File: src/rtl/modinv_helper_invert_update_pkg.sv
// Shared definitions for the almost-inverse update helper: update case codes,
// FSM state encoding, buffer geometry and a constant-width helper.
package modinv_helper_invert_update_pkg;

  // Ceiling log2 for sizing counters from a word count.
  function automatic int clog2_f(input int value);
    int width;
    width = 0;
    for (int i = 0; i < 31; i++) begin
      if ((32'd1 << i) < 32'(value)) begin
        width = i + 1;
      end else begin
        width = width;
      end
    end
    return width;
  endfunction

  localparam int BUF_NUM_WORDS = 9;
  localparam int BUF_ADDR_BITS = clog2_f(BUF_NUM_WORDS);

  // Update case selected from u/v parity and the sign of u - v.
  typedef enum logic [1:0] {
    UPD_U_EVEN = 2'd0,
    UPD_V_EVEN = 2'd1,
    UPD_U_GE_V = 2'd2,
    UPD_V_GT_U = 2'd3
  } upd_case_e;

  typedef enum logic [1:0] {
    ST_IDLE   = 2'd0,
    ST_DECIDE = 2'd1,
    ST_COPY   = 2'd2,
    ST_DRAIN  = 2'd3
  } state_e;

endpackage

File: src/rtl/modinv_helper_invert_update_if.sv
// Precalc-buffer read bus and r/s/u/v working-buffer write bus of the
// update helper. The helper is the master; the buffer RAMs are the slave.
interface modinv_helper_invert_update_if
  import modinv_helper_invert_update_pkg::*;
#(
  parameter int ADDR_BITS = BUF_ADDR_BITS
);

  // shared read address for all precalculated buffers
  logic [ADDR_BITS-1:0] src_addr;
  logic [31:0]          r_dbl_din;
  logic [31:0]          s_dbl_din;
  logic [31:0]          r_plus_s_din;
  logic [31:0]          u_half_din;
  logic [31:0]          v_half_din;
  logic [31:0]          u_minus_v_half_din;
  logic [31:0]          v_minus_u_half_din;

  // working-buffer write ports
  logic [ADDR_BITS-1:0] r_wr_addr;
  logic [ADDR_BITS-1:0] s_wr_addr;
  logic [ADDR_BITS-1:0] u_wr_addr;
  logic [ADDR_BITS-1:0] v_wr_addr;
  logic                 r_wren;
  logic                 s_wren;
  logic                 u_wren;
  logic                 v_wren;
  logic [31:0]          r_dout;
  logic [31:0]          s_dout;
  logic [31:0]          u_dout;
  logic [31:0]          v_dout;

  modport master (
    output src_addr,
    input  r_dbl_din, s_dbl_din, r_plus_s_din, u_half_din, v_half_din,
           u_minus_v_half_din, v_minus_u_half_din,
    output r_wr_addr, s_wr_addr, u_wr_addr, v_wr_addr,
    output r_wren, s_wren, u_wren, v_wren,
    output r_dout, s_dout, u_dout, v_dout
  );

  modport slave (
    input  src_addr,
    output r_dbl_din, s_dbl_din, r_plus_s_din, u_half_din, v_half_din,
           u_minus_v_half_din, v_minus_u_half_din,
    input  r_wr_addr, s_wr_addr, u_wr_addr, v_wr_addr,
    input  r_wren, s_wren, u_wren, v_wren,
    input  r_dout, s_dout, u_dout, v_dout
  );

endinterface

File: src/rtl/modinv_helper_update_mux.sv
// Case-to-source selector: routes precalculated words to the r/s/u/v write
// ports and raises the matching write enables while the copy is active.
module modinv_helper_update_mux
  import modinv_helper_invert_update_pkg::*;
(
  input  upd_case_e   upd_case,
  input  logic        wr_active,
  input  logic [31:0] r_dbl_din,
  input  logic [31:0] s_dbl_din,
  input  logic [31:0] r_plus_s_din,
  input  logic [31:0] u_half_din,
  input  logic [31:0] v_half_din,
  input  logic [31:0] u_minus_v_half_din,
  input  logic [31:0] v_minus_u_half_din,
  output logic [31:0] r_dout,
  output logic [31:0] s_dout,
  output logic [31:0] u_dout,
  output logic [31:0] v_dout,
  output logic        r_wren,
  output logic        s_wren,
  output logic        u_wren,
  output logic        v_wren
);

  // Select sources and enables; untouched buffers see zero data and no enable.
  always_comb begin
    r_dout = 32'h0000_0000;
    s_dout = 32'h0000_0000;
    u_dout = 32'h0000_0000;
    v_dout = 32'h0000_0000;
    r_wren = 1'b0;
    s_wren = 1'b0;
    u_wren = 1'b0;
    v_wren = 1'b0;
    case (upd_case)
      UPD_U_EVEN: begin
        u_dout = u_half_din;
        s_dout = s_dbl_din;
        u_wren = wr_active;
        s_wren = wr_active;
      end
      UPD_V_EVEN: begin
        v_dout = v_half_din;
        r_dout = r_dbl_din;
        v_wren = wr_active;
        r_wren = wr_active;
      end
      UPD_U_GE_V: begin
        u_dout = u_minus_v_half_din;
        r_dout = r_plus_s_din;
        s_dout = s_dbl_din;
        u_wren = wr_active;
        r_wren = wr_active;
        s_wren = wr_active;
      end
      UPD_V_GT_U: begin
        v_dout = v_minus_u_half_din;
        s_dout = r_plus_s_din;
        r_dout = r_dbl_din;
        v_wren = wr_active;
        s_wren = wr_active;
        r_wren = wr_active;
      end
      default: begin
        r_wren = 1'b0;
      end
    endcase
  end

endmodule

File: src/rtl/modinv_helper_invert_update.sv
// Write-back half of the almost-inverse iteration: probes u/v parity and the
// sign of u - v, picks an update case, then copies the matching precalculated
// buffers into the r/s/u/v working buffers word by word.
module modinv_helper_invert_update
  import modinv_helper_invert_update_pkg::*;
#(
  parameter int BUFFER_NUM_WORDS = 9,
  parameter int BUFFER_ADDR_BITS = clog2_f(BUFFER_NUM_WORDS)
) (
  input  logic                        clk,
  input  logic                        rst_n,
  input  logic                        ena,
  output logic                        rdy,
  output logic [BUFFER_ADDR_BITS-1:0] u_rd_addr,
  output logic [BUFFER_ADDR_BITS-1:0] v_rd_addr,
  output logic [BUFFER_ADDR_BITS-1:0] u_minus_v_rd_addr,
  input  logic [31:0]                 u_din,
  input  logic [31:0]                 v_din,
  input  logic [31:0]                 u_minus_v_din,
  modinv_helper_invert_update_if.master bus,
  output logic [1:0]                  upd_case,
  output logic                        zero_flag
);

  localparam logic [BUFFER_ADDR_BITS-1:0] LAST_ADDR = BUFFER_ADDR_BITS'(BUFFER_NUM_WORDS - 1);
  localparam logic [BUFFER_ADDR_BITS-1:0] ZERO_ADDR = {BUFFER_ADDR_BITS{1'b0}};

  state_e                      state_r;
  state_e                      state_nxt_s;
  logic                        rdy_r;
  logic [BUFFER_ADDR_BITS-1:0] src_addr_r;
  logic [BUFFER_ADDR_BITS-1:0] wr_addr_r;
  logic                        wr_active_r;
  upd_case_e                   upd_case_r;
  upd_case_e                   decide_case_s;
  logic                        zero_flag_r;
  logic                        zero_acc_r;
  logic                        diff_case_s;
  logic                        diff_word_nz_s;
  logic                        unused_probe_bits_s;

  // Probe words live at fixed addresses: low word of u/v, top (sign) word of u - v.
  assign u_rd_addr         = ZERO_ADDR;
  assign v_rd_addr         = ZERO_ADDR;
  assign u_minus_v_rd_addr = LAST_ADDR;

  // Only the parity bits and the sign bit matter for the decision.
  assign unused_probe_bits_s = ^{u_din[31:1], v_din[31:1], u_minus_v_din[30:0]};

  // Priority decision: even u first, then even v, then the sign of u - v.
  always_comb begin
    decide_case_s = UPD_V_GT_U;
    if (u_din[0] == 1'b0) begin
      decide_case_s = UPD_U_EVEN;
    end else if (v_din[0] == 1'b0) begin
      decide_case_s = UPD_V_EVEN;
    end else if (u_minus_v_din[31] == 1'b0) begin
      decide_case_s = UPD_U_GE_V;
    end else begin
      decide_case_s = UPD_V_GT_U;
    end
  end

  // Halved difference being written this cycle, for the termination flag.
  always_comb begin
    diff_case_s    = 1'b0;
    diff_word_nz_s = 1'b0;
    case (upd_case_r)
      UPD_U_GE_V: begin
        diff_case_s    = 1'b1;
        diff_word_nz_s = |bus.u_minus_v_half_din;
      end
      UPD_V_GT_U: begin
        diff_case_s    = 1'b1;
        diff_word_nz_s = |bus.v_minus_u_half_din;
      end
      default: begin
        diff_case_s    = 1'b0;
        diff_word_nz_s = 1'b0;
      end
    endcase
  end

  // Next-state logic; ena is honoured only in IDLE.
  always_comb begin
    state_nxt_s = state_r;
    case (state_r)
      ST_IDLE: begin
        if (ena) begin
          state_nxt_s = ST_DECIDE;
        end else begin
          state_nxt_s = ST_IDLE;
        end
      end
      ST_DECIDE: state_nxt_s = ST_COPY;
      ST_COPY: begin
        if (src_addr_r == LAST_ADDR) begin
          state_nxt_s = ST_DRAIN;
        end else begin
          state_nxt_s = ST_COPY;
        end
      end
      ST_DRAIN: state_nxt_s = ST_IDLE;
      default:  state_nxt_s = ST_IDLE;
    endcase
  end

  // State register, address counters, write strobe and zero tracking.
  always_ff @(posedge clk) begin
    if (!rst_n) begin
      state_r     <= ST_IDLE;
      rdy_r       <= 1'b1;
      src_addr_r  <= ZERO_ADDR;
      wr_addr_r   <= ZERO_ADDR;
      wr_active_r <= 1'b0;
      upd_case_r  <= UPD_U_EVEN;
      zero_flag_r <= 1'b0;
      zero_acc_r  <= 1'b0;
    end else begin
      state_r     <= state_nxt_s;
      rdy_r       <= (state_nxt_s == ST_IDLE);
      // read data for an address issued in COPY arrives one cycle later
      wr_active_r <= (state_r == ST_COPY);
      case (state_r)
        ST_DECIDE: begin
          upd_case_r  <= decide_case_s;
          zero_flag_r <= 1'b0;
          zero_acc_r  <= 1'b0;
          src_addr_r  <= ZERO_ADDR;
        end
        ST_COPY: begin
          wr_addr_r <= src_addr_r;
          if (src_addr_r != LAST_ADDR) begin
            src_addr_r <= src_addr_r + BUFFER_ADDR_BITS'(1);
          end
          if (wr_active_r) begin
            zero_acc_r <= zero_acc_r | diff_word_nz_s;
          end
        end
        ST_DRAIN: begin
          src_addr_r  <= ZERO_ADDR;
          zero_acc_r  <= zero_acc_r | diff_word_nz_s;
          zero_flag_r <= diff_case_s & ~(zero_acc_r | diff_word_nz_s);
        end
        default: begin
          src_addr_r <= src_addr_r;
        end
      endcase
    end
  end

  logic [31:0] r_dout_s, s_dout_s, u_dout_s, v_dout_s;
  logic        r_wren_s, s_wren_s, u_wren_s, v_wren_s;

  modinv_helper_update_mux u_mux (
    .upd_case           (upd_case_r),
    .wr_active          (wr_active_r),
    .r_dbl_din          (bus.r_dbl_din),
    .s_dbl_din          (bus.s_dbl_din),
    .r_plus_s_din       (bus.r_plus_s_din),
    .u_half_din         (bus.u_half_din),
    .v_half_din         (bus.v_half_din),
    .u_minus_v_half_din (bus.u_minus_v_half_din),
    .v_minus_u_half_din (bus.v_minus_u_half_din),
    .r_dout             (r_dout_s),
    .s_dout             (s_dout_s),
    .u_dout             (u_dout_s),
    .v_dout             (v_dout_s),
    .r_wren             (r_wren_s),
    .s_wren             (s_wren_s),
    .u_wren             (u_wren_s),
    .v_wren             (v_wren_s)
  );

  assign bus.src_addr  = src_addr_r;
  assign bus.r_wr_addr = wr_addr_r;
  assign bus.s_wr_addr = wr_addr_r;
  assign bus.u_wr_addr = wr_addr_r;
  assign bus.v_wr_addr = wr_addr_r;
  assign bus.r_wren    = r_wren_s;
  assign bus.s_wren    = s_wren_s;
  assign bus.u_wren    = u_wren_s;
  assign bus.v_wren    = v_wren_s;
  assign bus.r_dout    = r_dout_s;
  assign bus.s_dout    = s_dout_s;
  assign bus.u_dout    = u_dout_s;
  assign bus.v_dout    = v_dout_s;

  assign rdy       = rdy_r;
  assign upd_case  = upd_case_r;
  assign zero_flag = zero_flag_r;

endmodule

File: src/flat_wrapper.sv
// flat-port wrapper written by rule: the top's interface ports become plain ports
module modinv_helper_invert_update_flat import modinv_helper_invert_update_pkg::*;
#(
  parameter int BUFFER_NUM_WORDS = 9,
  parameter int BUFFER_ADDR_BITS = clog2_f(BUFFER_NUM_WORDS)
)
  (clk, rst_n, ena, rdy, u_rd_addr, v_rd_addr, u_minus_v_rd_addr, u_din, v_din, u_minus_v_din, upd_case, zero_flag, bus_src_addr, bus_r_dbl_din, bus_s_dbl_din, bus_r_plus_s_din, bus_u_half_din, bus_v_half_din, bus_u_minus_v_half_din, bus_v_minus_u_half_din, bus_r_wr_addr, bus_s_wr_addr, bus_u_wr_addr, bus_v_wr_addr, bus_r_wren, bus_s_wren, bus_u_wren, bus_v_wren, bus_r_dout, bus_s_dout, bus_u_dout, bus_v_dout);
  modinv_helper_invert_update_if #(.ADDR_BITS((4))) bus_i ();
  input  logic clk;
  input  logic rst_n;
  input  logic ena;
  output logic rdy;
  output logic [BUFFER_ADDR_BITS-1:0] u_rd_addr;
  output logic [BUFFER_ADDR_BITS-1:0] v_rd_addr;
  output logic [BUFFER_ADDR_BITS-1:0] u_minus_v_rd_addr;
  input  logic [31:0] u_din;
  input  logic [31:0] v_din;
  input  logic [31:0] u_minus_v_din;
  output logic [1:0] upd_case;
  output logic zero_flag;
  output wire logic [$bits(bus_i.src_addr)-1:0] bus_src_addr;
  input wire logic [$bits(bus_i.r_dbl_din)-1:0] bus_r_dbl_din;
  input wire logic [$bits(bus_i.s_dbl_din)-1:0] bus_s_dbl_din;
  input wire logic [$bits(bus_i.r_plus_s_din)-1:0] bus_r_plus_s_din;
  input wire logic [$bits(bus_i.u_half_din)-1:0] bus_u_half_din;
  input wire logic [$bits(bus_i.v_half_din)-1:0] bus_v_half_din;
  input wire logic [$bits(bus_i.u_minus_v_half_din)-1:0] bus_u_minus_v_half_din;
  input wire logic [$bits(bus_i.v_minus_u_half_din)-1:0] bus_v_minus_u_half_din;
  output wire logic [$bits(bus_i.r_wr_addr)-1:0] bus_r_wr_addr;
  output wire logic [$bits(bus_i.s_wr_addr)-1:0] bus_s_wr_addr;
  output wire logic [$bits(bus_i.u_wr_addr)-1:0] bus_u_wr_addr;
  output wire logic [$bits(bus_i.v_wr_addr)-1:0] bus_v_wr_addr;
  output wire logic [$bits(bus_i.r_wren)-1:0] bus_r_wren;
  output wire logic [$bits(bus_i.s_wren)-1:0] bus_s_wren;
  output wire logic [$bits(bus_i.u_wren)-1:0] bus_u_wren;
  output wire logic [$bits(bus_i.v_wren)-1:0] bus_v_wren;
  output wire logic [$bits(bus_i.r_dout)-1:0] bus_r_dout;
  output wire logic [$bits(bus_i.s_dout)-1:0] bus_s_dout;
  output wire logic [$bits(bus_i.u_dout)-1:0] bus_u_dout;
  output wire logic [$bits(bus_i.v_dout)-1:0] bus_v_dout;
  assign bus_src_addr = bus_i.src_addr;
  assign bus_i.r_dbl_din = bus_r_dbl_din;
  assign bus_i.s_dbl_din = bus_s_dbl_din;
  assign bus_i.r_plus_s_din = bus_r_plus_s_din;
  assign bus_i.u_half_din = bus_u_half_din;
  assign bus_i.v_half_din = bus_v_half_din;
  assign bus_i.u_minus_v_half_din = bus_u_minus_v_half_din;
  assign bus_i.v_minus_u_half_din = bus_v_minus_u_half_din;
  assign bus_r_wr_addr = bus_i.r_wr_addr;
  assign bus_s_wr_addr = bus_i.s_wr_addr;
  assign bus_u_wr_addr = bus_i.u_wr_addr;
  assign bus_v_wr_addr = bus_i.v_wr_addr;
  assign bus_r_wren = bus_i.r_wren;
  assign bus_s_wren = bus_i.s_wren;
  assign bus_u_wren = bus_i.u_wren;
  assign bus_v_wren = bus_i.v_wren;
  assign bus_r_dout = bus_i.r_dout;
  assign bus_s_dout = bus_i.s_dout;
  assign bus_u_dout = bus_i.u_dout;
  assign bus_v_dout = bus_i.v_dout;
  modinv_helper_invert_update #(.BUFFER_NUM_WORDS(BUFFER_NUM_WORDS), .BUFFER_ADDR_BITS(BUFFER_ADDR_BITS)) u_core (.clk(clk), .rst_n(rst_n), .ena(ena), .rdy(rdy), .u_rd_addr(u_rd_addr), .v_rd_addr(v_rd_addr), .u_minus_v_rd_addr(u_minus_v_rd_addr), .u_din(u_din), .v_din(v_din), .u_minus_v_din(u_minus_v_din), .bus(bus_i), .upd_case(upd_case), .zero_flag(zero_flag));
endmodule
File: config.mk
export PLATFORM = sky130hd
export DESIGN_NAME = modinv_helper_invert_update_flat
export DESIGN_NICKNAME = d
export VERILOG_FILES = /design/src/rtl/modinv_helper_invert_update_pkg.sv /design/src/rtl/modinv_helper_invert_update_if.sv /design/src/rtl/modinv_helper_update_mux.sv /design/src/rtl/modinv_helper_invert_update.sv /design/src/flat_wrapper.sv
export SDC_FILE = /design/constraint.sdc
export NUM_CORES = 1
export LEC_CHECK = 0
export CAP_MARGIN = 20
export CORE_AREA = 2 2 188 190
export CTS_CLUSTER_SIZE = 20
export DETAILED_ROUTE_END_ITERATION = 7
export DIE_AREA = 0 0 190 192
export MAX_ROUTING_LAYER = met4
export PLACE_DENSITY = 0.48
export SETUP_SLACK_MARGIN = 0.2
export SYNTH_ARGS = -nofsm -noshare
export SYNTH_HDL_FRONTEND = slang
export SYNTH_SLANG_ARGS = --single-unit
export TNS_END_PERCENT = 1
File: constraint.sdc
create_clock -name clk -period 2.1 [get_ports clk]
set_input_delay 0.42 -clock clk [delete_from_list [all_inputs] [get_ports clk]]
set_output_delay 0.42 -clock clk [all_outputs]
set_load 0.005 [all_outputs]
Yosys cells after proc, flatten, opt, wreduce, memory -nomap -nowiden
Index checks and enable logic that the tools add are counted.

word-level totals
  bits in registers = 16
  bits of input ports = 323
  output and inout port bits = 168
  word-level logic and storage cells = 59

operators by class
  $add $sub $neg = 1
  equal/unequal tests = 10
  mux-type cells = 21
  bitwise gates (word level) = 3
  reduce and logical (&&, ||, !) cells = 16

operators with widths
  kind                 count
  $pmux 32 s2          4
  $reduce_or 32->1     2
  $mux 1               9
  $eq 2x2->1 const B   4
  $pmux 2 s4           1
  $pmux 4 s2           1
  $reduce_or 2->1      4
  $logic_not 2->1      3
  $reduce_or 3->1      2
  $add 4x1->4 const B  1
  $eq 2x1->1 const B   2
  $eq 4x4->1 const B   1
  $mux 2               2
  $mux 4               1
  $ne 4x4->1 const B   1
  $pmux 1 s2           2
  $reduce_and 2->1     2
  $reduce_bool 2->1    2
  $pmux 1 s3           1
  $reduce_bool 3->1    1
  $ne 2x1->1 const B   1
  $ne 2x2->1 const B   1
  $and 1x1->1          1
  $not 1->1            1
  $or 1x1->1           1

Depth between registers and ports, before layout
Gate-level depths: netlist (run 1).

  depth after elaboration = 6
  gate-level depth with buffers = 7
  mapped depth without buffers = 6

Cells and area by module
From an unflattened synthesis (run 1), not the netlist that was laid out.

second synthesis, totals
  cells, all modules = 491
  area total of the unflattened synthesis = 3365.7 µm²

modules (own cells, without submodules)
  module                       instances  cells each  area each (µm²)  seq. area each (µm²)
  modinv_helper_update_mux     1          362         2285.9           0.0
  modinv_helper_invert_update  1          129         1079.8           320.3

Least setup slack after synthesis (run 1)
OpenSTA, ideal clock, no wires.

  kind = reg-to-output
  start = reg u_core.upd_case_r[1], in the netlist u_core.upd_case[1]
  end = out bus_s_dout[11]
  arrival time = 1076 ps
  required time = 1680 ps
  slack = 604 ps
  stages on the path, launching flop included = 7
  path buffers = 4
  cell sequence = dfxtp_1 -> buf_2 -> buf_6 -> buf_6 -> buf_4 -> nand3_1 -> o21ai_1

between the ends
  cells in the longest elaborated chain, start to end = 3
  elaborated cells on any way between the ends = 5
  those cells by class = eq/ne: 2; mux: 1; reduce/logical: 2

RTL lines
  what                                                  line                                text
  start: declaration                                    modinv_helper_invert_update.sv:34   upd_case_e upd_case_r;
  start signal: assignment                              modinv_helper_invert_update.sv:126  upd_case_r <= decide_case_s;
  $eq 2x2->1 / $logic_not 2->1 (equally long branches)  modinv_helper_update_mux.sv:35      case (upd_case)
  $reduce_or 2->1 (no source line)                      -
  $pmux 32 s2 (*)                                       modinv_helper_update_mux.sv:35
  end: declaration                                      flat_wrapper.sv:38                  output wire logic [$bits(bus_i.s_dout)-1:0] bus_s_dout;

Every way passes the cells marked *; elsewhere a longest branch is shown, timed or not.

Final worst setup path (run 1)
  start = reg u_core.upd_case_r[1], in the netlist u_core.upd_case[1]
  end = out bus_u_dout[6]

between the ends
  cells in the longest elaborated chain, start to end = 2
  elaborated cells on any way between the ends = 3
  those cells by class = eq/ne: 1; mux: 1; reduce/logical: 1

RTL lines
  what                                                  line                            text
  $eq 2x2->1 / $logic_not 2->1 (equally long branches)  modinv_helper_update_mux.sv:35
  $pmux 32 s2 (*)                                       modinv_helper_update_mux.sv:35
  end: declaration                                      flat_wrapper.sv:39              output wire logic [$bits(bus_i.u_dout)-1:0] bus_u_dout;

Marks and branches as above.

==> results.ini, run 1 <==
[synth]
synth.cell_area_um2 = 3120
ys_seq_area_frac = 0.103
synth.avg_cell_area_um2 = 6.40
synth_top_family_by_area = simple AND/OR/NAND/NOR gates
synth_xor_area_frac = 0
synth.mux.area_fraction = 0.218
synth-simple-area-share = 0.344
synth.distinct_cells = 39
ys_warn_count = 0
ys_ff_latch = 16
synthCells = 488
synthAdderAreaFrac = 0.0240
synth_compound_area_frac = 0.139

[power_and_ir_drop]
pwr-share-seq = 0.173
netSwitchingFraction = 0.299
p_clk_frac = 0.200
combPwrFrac = 0.627
p_sw_mw = 0.565
p_leak_nw = 3.18
power_mw = 1.89
p_per_area_nw_per_um2 = 233
ir_drop_mv = 0.372
power.internal_mw = 1.33

[sta]
fin_hold_ws_ns = 0.465
setup_ws_ns = 0.0754
grt_setup_unrepaired = true
final.setup_skew_ns = 0.00500
setup_viol = 0
min_period_ns = 2.02
relSlewSlack = 0.570
fmax_mhz = 494
slew_viol_final = 0
period_share = 0.964
hold_viol_final = 0
worst_slew_pin_slew_ns = 0.645

[floorplan]
die_h_um = 192
start_util = 0.0911
boundaryPins = 491
core_area_um2 = 34300
rows = 68
die_width_um = 190
design.die.area_um2 = 36500

[global_route]
gr-usage-met3 = 0.0157
grt_max_degree = 23
grt-ovfl-total = 0
grt_pass1_vias = 4923
grtUsageMet2 = 0.204
grtUsageTotal = 0.103
busiest_layer = met2
grt_first_pass_wirelength_um = 27900
antenna_found_initial = 2
met1_usage = 0.107

[detailed_routing]
vias = 4915
route.detailed.drc = 0
vias_per_cell = 3.64
wl_um = 20000
antenna_left = 0
routedWlPerCell_um = 14.8
firstDrtPassIters = 4
drt_iter0_markers = 77

[setup_path]
slowest_stage = dfxtp_4
cp_max_fo = 7
critPathLaunch = u_core.upd_case[1]
r2r_slack_ns = 0.38
crit_path_frequent_cell = buf_12
cp_num_buf_inv = 6
critPathMaxStageDelay_ns = 0.36
worst_r2r_path_depth = 6
path_cells = buf_12, buf_12, buf_16, buf_8, buf_12, mux2i_2, nor2_1, buf_2
critPathArrivalTime_ns = 1.60
critical_path_required_ns = 1.68
r2r_start = u_core.state_r[0]
critPathLaunchType = flip-flop
crit_cells = 8
crit_end = bus_u_dout[6]
crit_type = reg2out
reg2reg_to = u_core.bus.src_addr[0]
critPathTopFamily = buffers and inverters
crit_path_end_kind = output pin

[run_status]
status = complete, no violations

[placed_design]
dp_hpwl_um = 15200
place.gp.congestion = 0.797
dp.cells = 1322
dpl-instance-area_um2 = 7610
dp_slack_ns = -0.167
port_buffers = 385

[cts]
cts_buffers = 3
cts_tree = built
cts_root_buf = clkbuf_16
path_clk_slew_ns = 0.05
cts_htree_levels = 1
clock_insertion_delay_worst_skew_ns = 0.25
hold_buffers = 0
cts.sinks = 16
clk_path_buf_depth = 2

[hold_path]
min_path_type = reg2reg

[finish]
syn2layout_area_growth_pct = 159
stdcell_count = 1352
design_area_um2 = 8110
final_layout_size_suffix_gt1_frac = 0.189
finalNetCount = 1226

[flow_run]
drv_cap = 0

state kept, by name (all words and copies together) (netlist names):
name and count:
u_core.upd_case 2, u_core.wr_active_r 1, u_core.bus.src_addr 4, u_core.state_r 2, u_core.zero_acc_r 1, u_core.rdy 1, u_core.zero_flag 1, u_core.bus.r_wr_addr 4
layout make-up:
cell class,instances,area [um^2]
Antenna cell,1,2.50
Clock buffer,4,78.8
Fill cell,3828,26200
Inverter,39,149
Multi-Input combinational cell,380,2430
Sequential cell,16,328
Tap cell,455,569
Timing Repair Buffer,457,4550
power groups by stage:
stage,Clock [mW],Combinational (mW),Sequential (mW)
global placement,0,1.17,0.336
detailed placement,0,1.17,0.337
CTS,0.393,1.20,0.328
floorplan,0,0.322,0.333
global route,0.412,1.28,0.329
finish,0.379,1.19,0.328
timing repair:
action | in CTS | in global routing
hold endpoints to repair | 0 | 0
pin swaps | 9 | 5
cloned | 8 | 0
setup buffers | 14 | 3
resized for setup | 379 | 28
endpoints found under the setup margin | 135 | 112
Yosys cell counts (all sizes together):
cell	n	area (um^2)
o211ai	1	7.51
nand3	36	180
ha	6	75.1
nand4	6	37.5
conb	2	7.51
inv	39	146
o31ai	1	12.5
or3	1	6.26
a211oi	1	7.51
nor3	2	15.0
nand4b	2	32.5
buf	48	329
clkbuf	15	56.3
nand2b	1	6.26
nor2b	36	225
o31a	1	8.76
nand2	70	263
a21oi	2	10.0
o21ai	68	340
and2	5	31.3
a211o	1	8.76
dfxtp	16	320
mux2i	68	681
and3	1	6.26
o211a	1	10.0
a21boi	3	22.5
nor2	38	145
o21a	1	7.51
nor4	16	125
through the flow:
step,util,setup TNS [ns]
global placement,0.222,-1.35
global route,0.236,0
CTS,0.235,-0.311
detailed placement,0.222,-1.55
floorplan,-,0
finish,0.236,0
kinds of logic (layout without fill, tap and decap cells):
family / after synthesis / after routing
compound gates: 80 / 80
fa+ha+maj: 6 / 6
buf+inv: 102 / 500
flops: 16 / 16
mux: 68 / 68
other cells: 2 / 13
simple gates: 214 / 214
cell usage in the layout (no fill, tap or decap), drive strengths merged, types with 7 or more instances in the layout:
master	count
clkdlybuf4s15	35
conb	12
inv	39
nand3	36
nand2	70
clkdlybuf4s50	249
buf	117
dfxtp	16
nor4	16
mux2i	68
nor2b	36
clkbuf	7
dlygate4sd2	50
o21ai	68
nor2	38
worst reg2reg max path, stage by stage, from the launching register on:
cell	delay, ns
dfxtp_1	0.37
inv_1	0.08
ha_1	0.43
nand4b_4	0.22
o31ai_2	0.11
or3_1	0.34
a21boi_1	0.12
routing by layer:
metal | up-vias | routed length, um
met5 | - | 0
met2 | 297 | 10400
li1 | 2438 | -
met1 | 2162 | 7630
met3 | 18 | 1650
met4 | 0 | 370
worst min path at each step:
stage | from | endpoint | slack [ns] | cells past startpoint
2_1_floorplan | u_core.zero_acc_r | u_core.zero_acc_r | 0.43 | 1
3_3_place_gp | u_core.zero_acc_r | u_core.zero_acc_r | 0.44 | 1
3_5_place_dp | u_core.zero_acc_r | u_core.zero_acc_r | 0.46 | 1
4_1_cts | u_core.zero_acc_r | u_core.zero_acc_r | 0.47 | 1
5_1_grt | u_core.zero_acc_r | u_core.zero_acc_r | 0.48 | 1
6_report | u_core.zero_acc_r | u_core.zero_acc_r | 0.46 | 1
Power figures use the tool's default switching activity.
==> run 2: changes to the inputs <==
Settings changed: SETUP_SLACK_MARGIN 0.2 to 0.3.
==> results.ini, run 2 (synthesized netlist as in run 1, its figures left out) <==
[global_route]
gr-usage-met3 = 0.0170  ; +0.00128
grt_pass1_vias = 4944  ; +0.43%
met1_usage = 0.108  ; +0.000977
grt_max_degree = 22  ; -4.3%
busiest_layer = met2
grtUsageMet2 = 0.204  ; about the same
grt_first_pass_wirelength_um = 28200  ; +0.91%
grtUsageTotal = 0.104  ; +0.00119
antenna_found_initial = 2  ; unchanged
grt-ovfl-total = 0  ; unchanged

[sta]
slew_viol_final = 0  ; unchanged
fmax_mhz = 498  ; +0.74%
final.setup_skew_ns = 0.00465  ; -0.000358 ns
hold_viol_final = 0  ; unchanged
min_period_ns = 2.01  ; -0.0148 ns
fin_setup_tns_ns = 0  ; unchanged
period_share = 0.957  ; -0.00704
relSlewSlack = 0.666  ; +0.0961
setup_ws_ns = 0.0902  ; +0.0148 ns
worst_slew_pin_slew_ns = 0.499  ; -0.146 ns
fin_hold_ws_ns = 0.466  ; +0.000685 ns
setup_viol = 0  ; unchanged
grt_setup_unrepaired = true

[placed_design]
dp_hpwl_um = 15200  ; unchanged
port_buffers = 385  ; unchanged
place.gp.congestion = 0.797  ; unchanged
dpl-instance-area_um2 = 7610  ; unchanged
dp_slack_ns = -0.167  ; unchanged
dp.cells = 1322  ; unchanged

[setup_path]
r2r_slack_ns = 0.51  ; +0.13 ns
r2r_start = u_core.upd_case[1]
critPathLaunchType = flip-flop
crit_path_end_kind = output pin
critical_path_required_ns = 1.68  ; about the same
crit_type = reg2out
critPathArrivalTime_ns = 1.59  ; about the same
cp_max_fo = 7  ; unchanged
critPathLaunch = u_core.upd_case[1]

[detailed_routing]
vias = 4920  ; +0.10%
drt_iter0_markers = 85  ; +10%
vias_per_cell = 3.64  ; +0.10%
firstDrtPassIters = 4  ; unchanged
antenna_left = 0  ; unchanged
routedWlPerCell_um = 15.1  ; +1.6%
route.detailed.drc = 0  ; unchanged
wl_um = 20400  ; +1.6%

[power_and_ir_drop]
p_leak_nw = 3.32  ; +4.2%
p_per_area_nw_per_um2 = 236  ; +1.1%
ir_drop_mv = 0.372  ; -0.11%

[hold_path]
min_path_type = reg2reg
hold_start = u_core.zero_acc_r

[cts]
path_clk_slew_ns = 0.05  ; about the same
cts.sinks = 16  ; unchanged
clock_insertion_delay_worst_skew_ns = 0.25  ; about the same
clk_path_buf_depth = 2  ; unchanged
cts_htree_levels = 1  ; unchanged
cts_tree = built
hold_buffers = 0  ; unchanged
cts_buffers = 3  ; unchanged
cts_root_buf = clkbuf_16

[floorplan]
rows = 68  ; unchanged
design.die.area_um2 = 36500  ; unchanged
die_width_um = 190  ; unchanged
boundaryPins = 491  ; unchanged
die_h_um = 192  ; unchanged
start_util = 0.0911  ; unchanged
core_area_um2 = 34300  ; unchanged

[finish]
final_layout_size_suffix_gt1_frac = 0.279  ; +0.0904
syn2layout_area_growth_pct = 160  ; about the same
design_area_um2 = 8110  ; about the same
layout_commonest_cell = clkdlybuf4s50_1
mostFrequentLayoutCells = 244 x clkdlybuf4s50_1, 73 x buf_2, 62 x nand2_1, 60 x mux2i_1, 43 x o21ai_1
n_fill_cell = 3809  ; -0.50%
finalNetCount = 1226  ; unchanged
stdcell_count = 1352  ; unchanged

[run_status]
status = complete, no violations

[flow_run]
drv_cap = 0  ; unchanged

-- run 2: changes by cell type in the layout (fill, tap and decap cells not counted), sizes merged --
cell / change
bufbuf: -3
buf: +33
dlygate4sd2: -30
clkbuf: +32
clkdlybuf4s50: -5
dlymetal6s2s: +8
clkdlybuf4s15: -35
-- run 2: timing repair --
item                                    CTS  global route
pin swaps                                 3            38
endpoints found under the setup margin  136           139
setup buffers                            15             1
gates cloned                              9             0
resized for setup                       215           393
-- run 2: power by group --
part           leakage (nW)  switching [mW]  internal (mW)
registers             0.131          0.0125          0.315
logic                  3.15           0.463          0.746
clock network        0.0382           0.120          0.257
total                  3.32           0.595           1.32
-- run 2: layer usage --
metal | wire [um] | up-vias | share of wire
met5 | 0 | - | 0
li1 | - | 2438 | -
met1 | 7680 | 2170 | 0.38
met3 | 1680 | 24 | 0.082
met4 | 458 | 0 | 0.022
met2 | 10600 | 288 | 0.52
-- run 2: worst max-delay path, stage by stage, from the launching register on --
cell and delay [ns]:
dfxtp_4 0.37, buf_12 0.13, buf_12 0.15, buf_6 0.15, mux2i_4 0.23, nor2_1 0.05, dlygate4sd2_1 0.25
-- run 2: through the flow --
stage               utilization  power, mW
floorplan                     -      0.655
global placement          0.222       1.51
detailed placement        0.222       1.51
CTS                       0.237       1.92
global route              0.236       2.04
finish                    0.236       1.91
-- run 2: path summary, 6_finish.rpt --
check                                         end  cells past startpoint
worst max-delay path               bus_u_dout[21]                      6
worst max register to register  u_core.zero_acc_r                      9
worst min register to register  u_core.zero_acc_r                      1
worst min-delay path            u_core.zero_acc_r                      1
-- run 2: area by class of cell --
| type | count | area, um^2 | area share |
|---|---|---|---|
| antenna | 1 | 2.50 | 0.000309 |
| clock buffer | 4 | 78.8 | 0.00972 |
| inverter | 39 | 149 | 0.0184 |
| multi-input combinational | 380 | 2640 | 0.326 |
| sequential | 16 | 328 | 0.0404 |
| tap | 455 | 569 | 0.0702 |
| timing repair buffer | 457 | 4340 | 0.535 |
==> run 3: changes to the inputs <==
Settings changed: PLACE_DENSITY 0.48 to 0.39.
==> results.ini, run 3 (synthesized netlist as in run 1, its figures left out) <==
[detailed_routing]
vias_per_cell = 3.60  ; -1.0%
routedWlPerCell_um = 15.4  ; +2.0%
route.detailed.drc = 0  ; unchanged
antenna_left = 0  ; unchanged
drt_iter0_markers = 68  ; -20%
firstDrtPassIters = 4  ; unchanged
wl_um = 20900  ; +2.6%
vias = 4898  ; -0.45%

[floorplan]
die_h_um = 192  ; unchanged
boundaryPins = 491  ; unchanged
design.die.area_um2 = 36500  ; unchanged
start_util = 0.0911  ; unchanged
core_area_um2 = 34300  ; unchanged
rows = 68  ; unchanged
die_width_um = 190  ; unchanged

[sta]
min_period_ns = 2.06  ; +0.0466 ns
setup_viol = 0  ; unchanged
fin_hold_ws_ns = 0.461  ; -0.00499 ns
hold_viol_final = 0  ; unchanged
setup_ws_ns = 0.0435  ; -0.0466 ns
period_share = 0.979  ; +0.0222
fmax_mhz = 486  ; -2.3%
relSlewSlack = 0.603  ; -0.0637
worst_slew_pin_slew_ns = 0.596  ; +0.0971 ns
final.setup_skew_ns = 0.00264  ; -0.00200 ns
grt_setup_unrepaired = true
slew_viol_final = 0  ; unchanged

[power_and_ir_drop]
p_per_area_nw_per_um2 = 230  ; -2.5%
ir_drop_mv = 0.197  ; -47%
p_leak_nw = 3.42  ; +3.1%

[cts]
cts_htree_levels = 1  ; unchanged
cts.sinks = 16  ; unchanged
hold_buffers = 0  ; unchanged
path_clk_slew_ns = 0.05  ; about the same
clk_path_buf_depth = 2  ; unchanged
cts_buffers = 3  ; unchanged
cts_root_buf = clkbuf_16
cts_tree = built
clock_insertion_delay_worst_skew_ns = 0.25  ; about the same

[run_status]
status = complete, no violations

[finish]
multi_input_area_um2 = 2350  ; -11%
layout_commonest_cell = clkdlybuf4s50_1
final_layout_size_suffix_gt1_frac = 0.124  ; -0.155
finalNetCount = 1235  ; +0.73%
diodes = 0  ; -1
syn2layout_area_growth_pct = 166
regArea_um2 = 328  ; unchanged
mostFrequentLayoutCells = 253 x clkdlybuf4s50_1, 111 x dlygate4sd2_1, 70 x nand2_1, 65 x mux2i_1, 44 x buf_4
n_fill_cell = 3835  ; +0.68%
final_util = 0.243  ; +0.00624

[setup_path]
cp_num_buf_inv = 4  ; unchanged
critPathLaunchType = flip-flop
critical_path_required_ns = 1.68  ; about the same
critPathArrivalTime_ns = 1.64  ; +0.05 ns
crit_path_frequent_cell = buf_12
slowest_stage = dfxtp_4
crit_path_end_kind = output pin
path_cells = buf_12, buf_12, buf_16, mux2i_1, nor2_1, dlygate4sd2_1
cp_max_fo = 13  ; +6
critPathTopFamily = buffers and inverters
crit_type = reg2out
critPathMaxStageDelay_ns = 0.37  ; about the same

[placed_design]
dp_hpwl_um = 15900  ; +4.3%
dp_slack_ns = -0.170  ; -0.00288 ns
place.gp.congestion = 0.731  ; -8.3%
port_buffers = 385  ; unchanged

[global_route]
grt_pass1_vias = 5041  ; +2.0%
grtUsageTotal = 0.110  ; +0.00526
grt_first_pass_wirelength_um = 29500  ; +4.6%
grt-ovfl-total = 0  ; unchanged
antenna_found_initial = 0  ; -2
grt_max_degree = 25  ; +14%

[flow_run]
drv_cap = 0  ; unchanged

[hold_path]
min_path_type = reg2reg

-- run 3: cell count changes in the layout (fill, tap and decap cells not counted), moves of 12 or more --
cell             delta
clkdlybuf4s15_1    +12
clkbuf_2           -30
buf_2              -72
buf_8              -12
o21ai_0            +31
buf_4              +17
o21ai_2            -12
o21ai_1            -18
dlygate4sd2_1      +91
-- run 3: final cells by class --
cell class / count / area share
clock inverter: 1 / 0.000451
timing repair buffer: 466 / 0.583
inverter: 39 / 0.0176
clock buffer: 3 / 0.00902
sequential: 16 / 0.0394
tap: 455 / 0.0684
multi-input combinational: 380 / 0.283
-- run 3: timing repair --
item / 4_1_cts / 5_1_grt
gates resized for setup: 179 / 25
endpoints found under the setup margin: 136 / 142
pin swaps: 5 / 1
setup buffers: 21 / 2
cloned: 12 / 0
-- run 3: worst register-to-register path, cell delays in order (launching register included) --
cell,delay [ns]
dfxtp_1,0.37
inv_1,0.08
ha_1,0.41
nand4b_4,0.21
o31ai_2,0.10
or3_1,0.33
a21boi_1,0.12
-- run 3: per-stage QoR --
stage	TNS [ns]	instance area (um^2)	total power, mW	cells
3_5_place_dp	-1.91	7640	1.52	1321
2_1_floorplan	0	3160	0.655	498
3_3_place_gp	-1.93	7640	1.53	1321
5_1_grt	0	8320	2.03	1360
6_report	0	8320	1.92	1360
4_1_cts	0	8320	1.95	1358
-- run 3: power by group --
| group | total, mW | switching [mW] | internal [mW] | leakage [nW] |
|---|---|---|---|---|
| clock | 0.374 | 0.121 | 0.253 | 0.0385 |
| combinational | 1.21 | 0.430 | 0.784 | 3.25 |
| sequential | 0.328 | 0.0129 | 0.315 | 0.131 |
-- run 3: path summary, 6_finish.rpt --
check | from | endpoint | slack (ns) | cells past startpoint
setup / recovery | u_core.upd_case[1] | bus_u_dout[31] | 0.04 | 6
setup reg to reg | u_core.state_r[0] | u_core.bus.src_addr[0] | 0.41 | 6
hold reg to reg | u_core.zero_flag | u_core.zero_flag | 0.46 | 2
hold / removal | u_core.zero_flag | u_core.zero_flag | 0.46 | 2
-- run 3: per-layer routing --
| layer | up-vias | track usage | routed length (um) |
|---|---|---|---|
| li1 | 2448 | - | - |
| met1 | 2161 | 0.110 | 7650 |
| met2 | 281 | 0.221 | 11200 |
| met3 | 8 | 0.0214 | 1770 |
| met4 | 0 | 0.0158 | 253 |
| met5 | - | - | 0 |
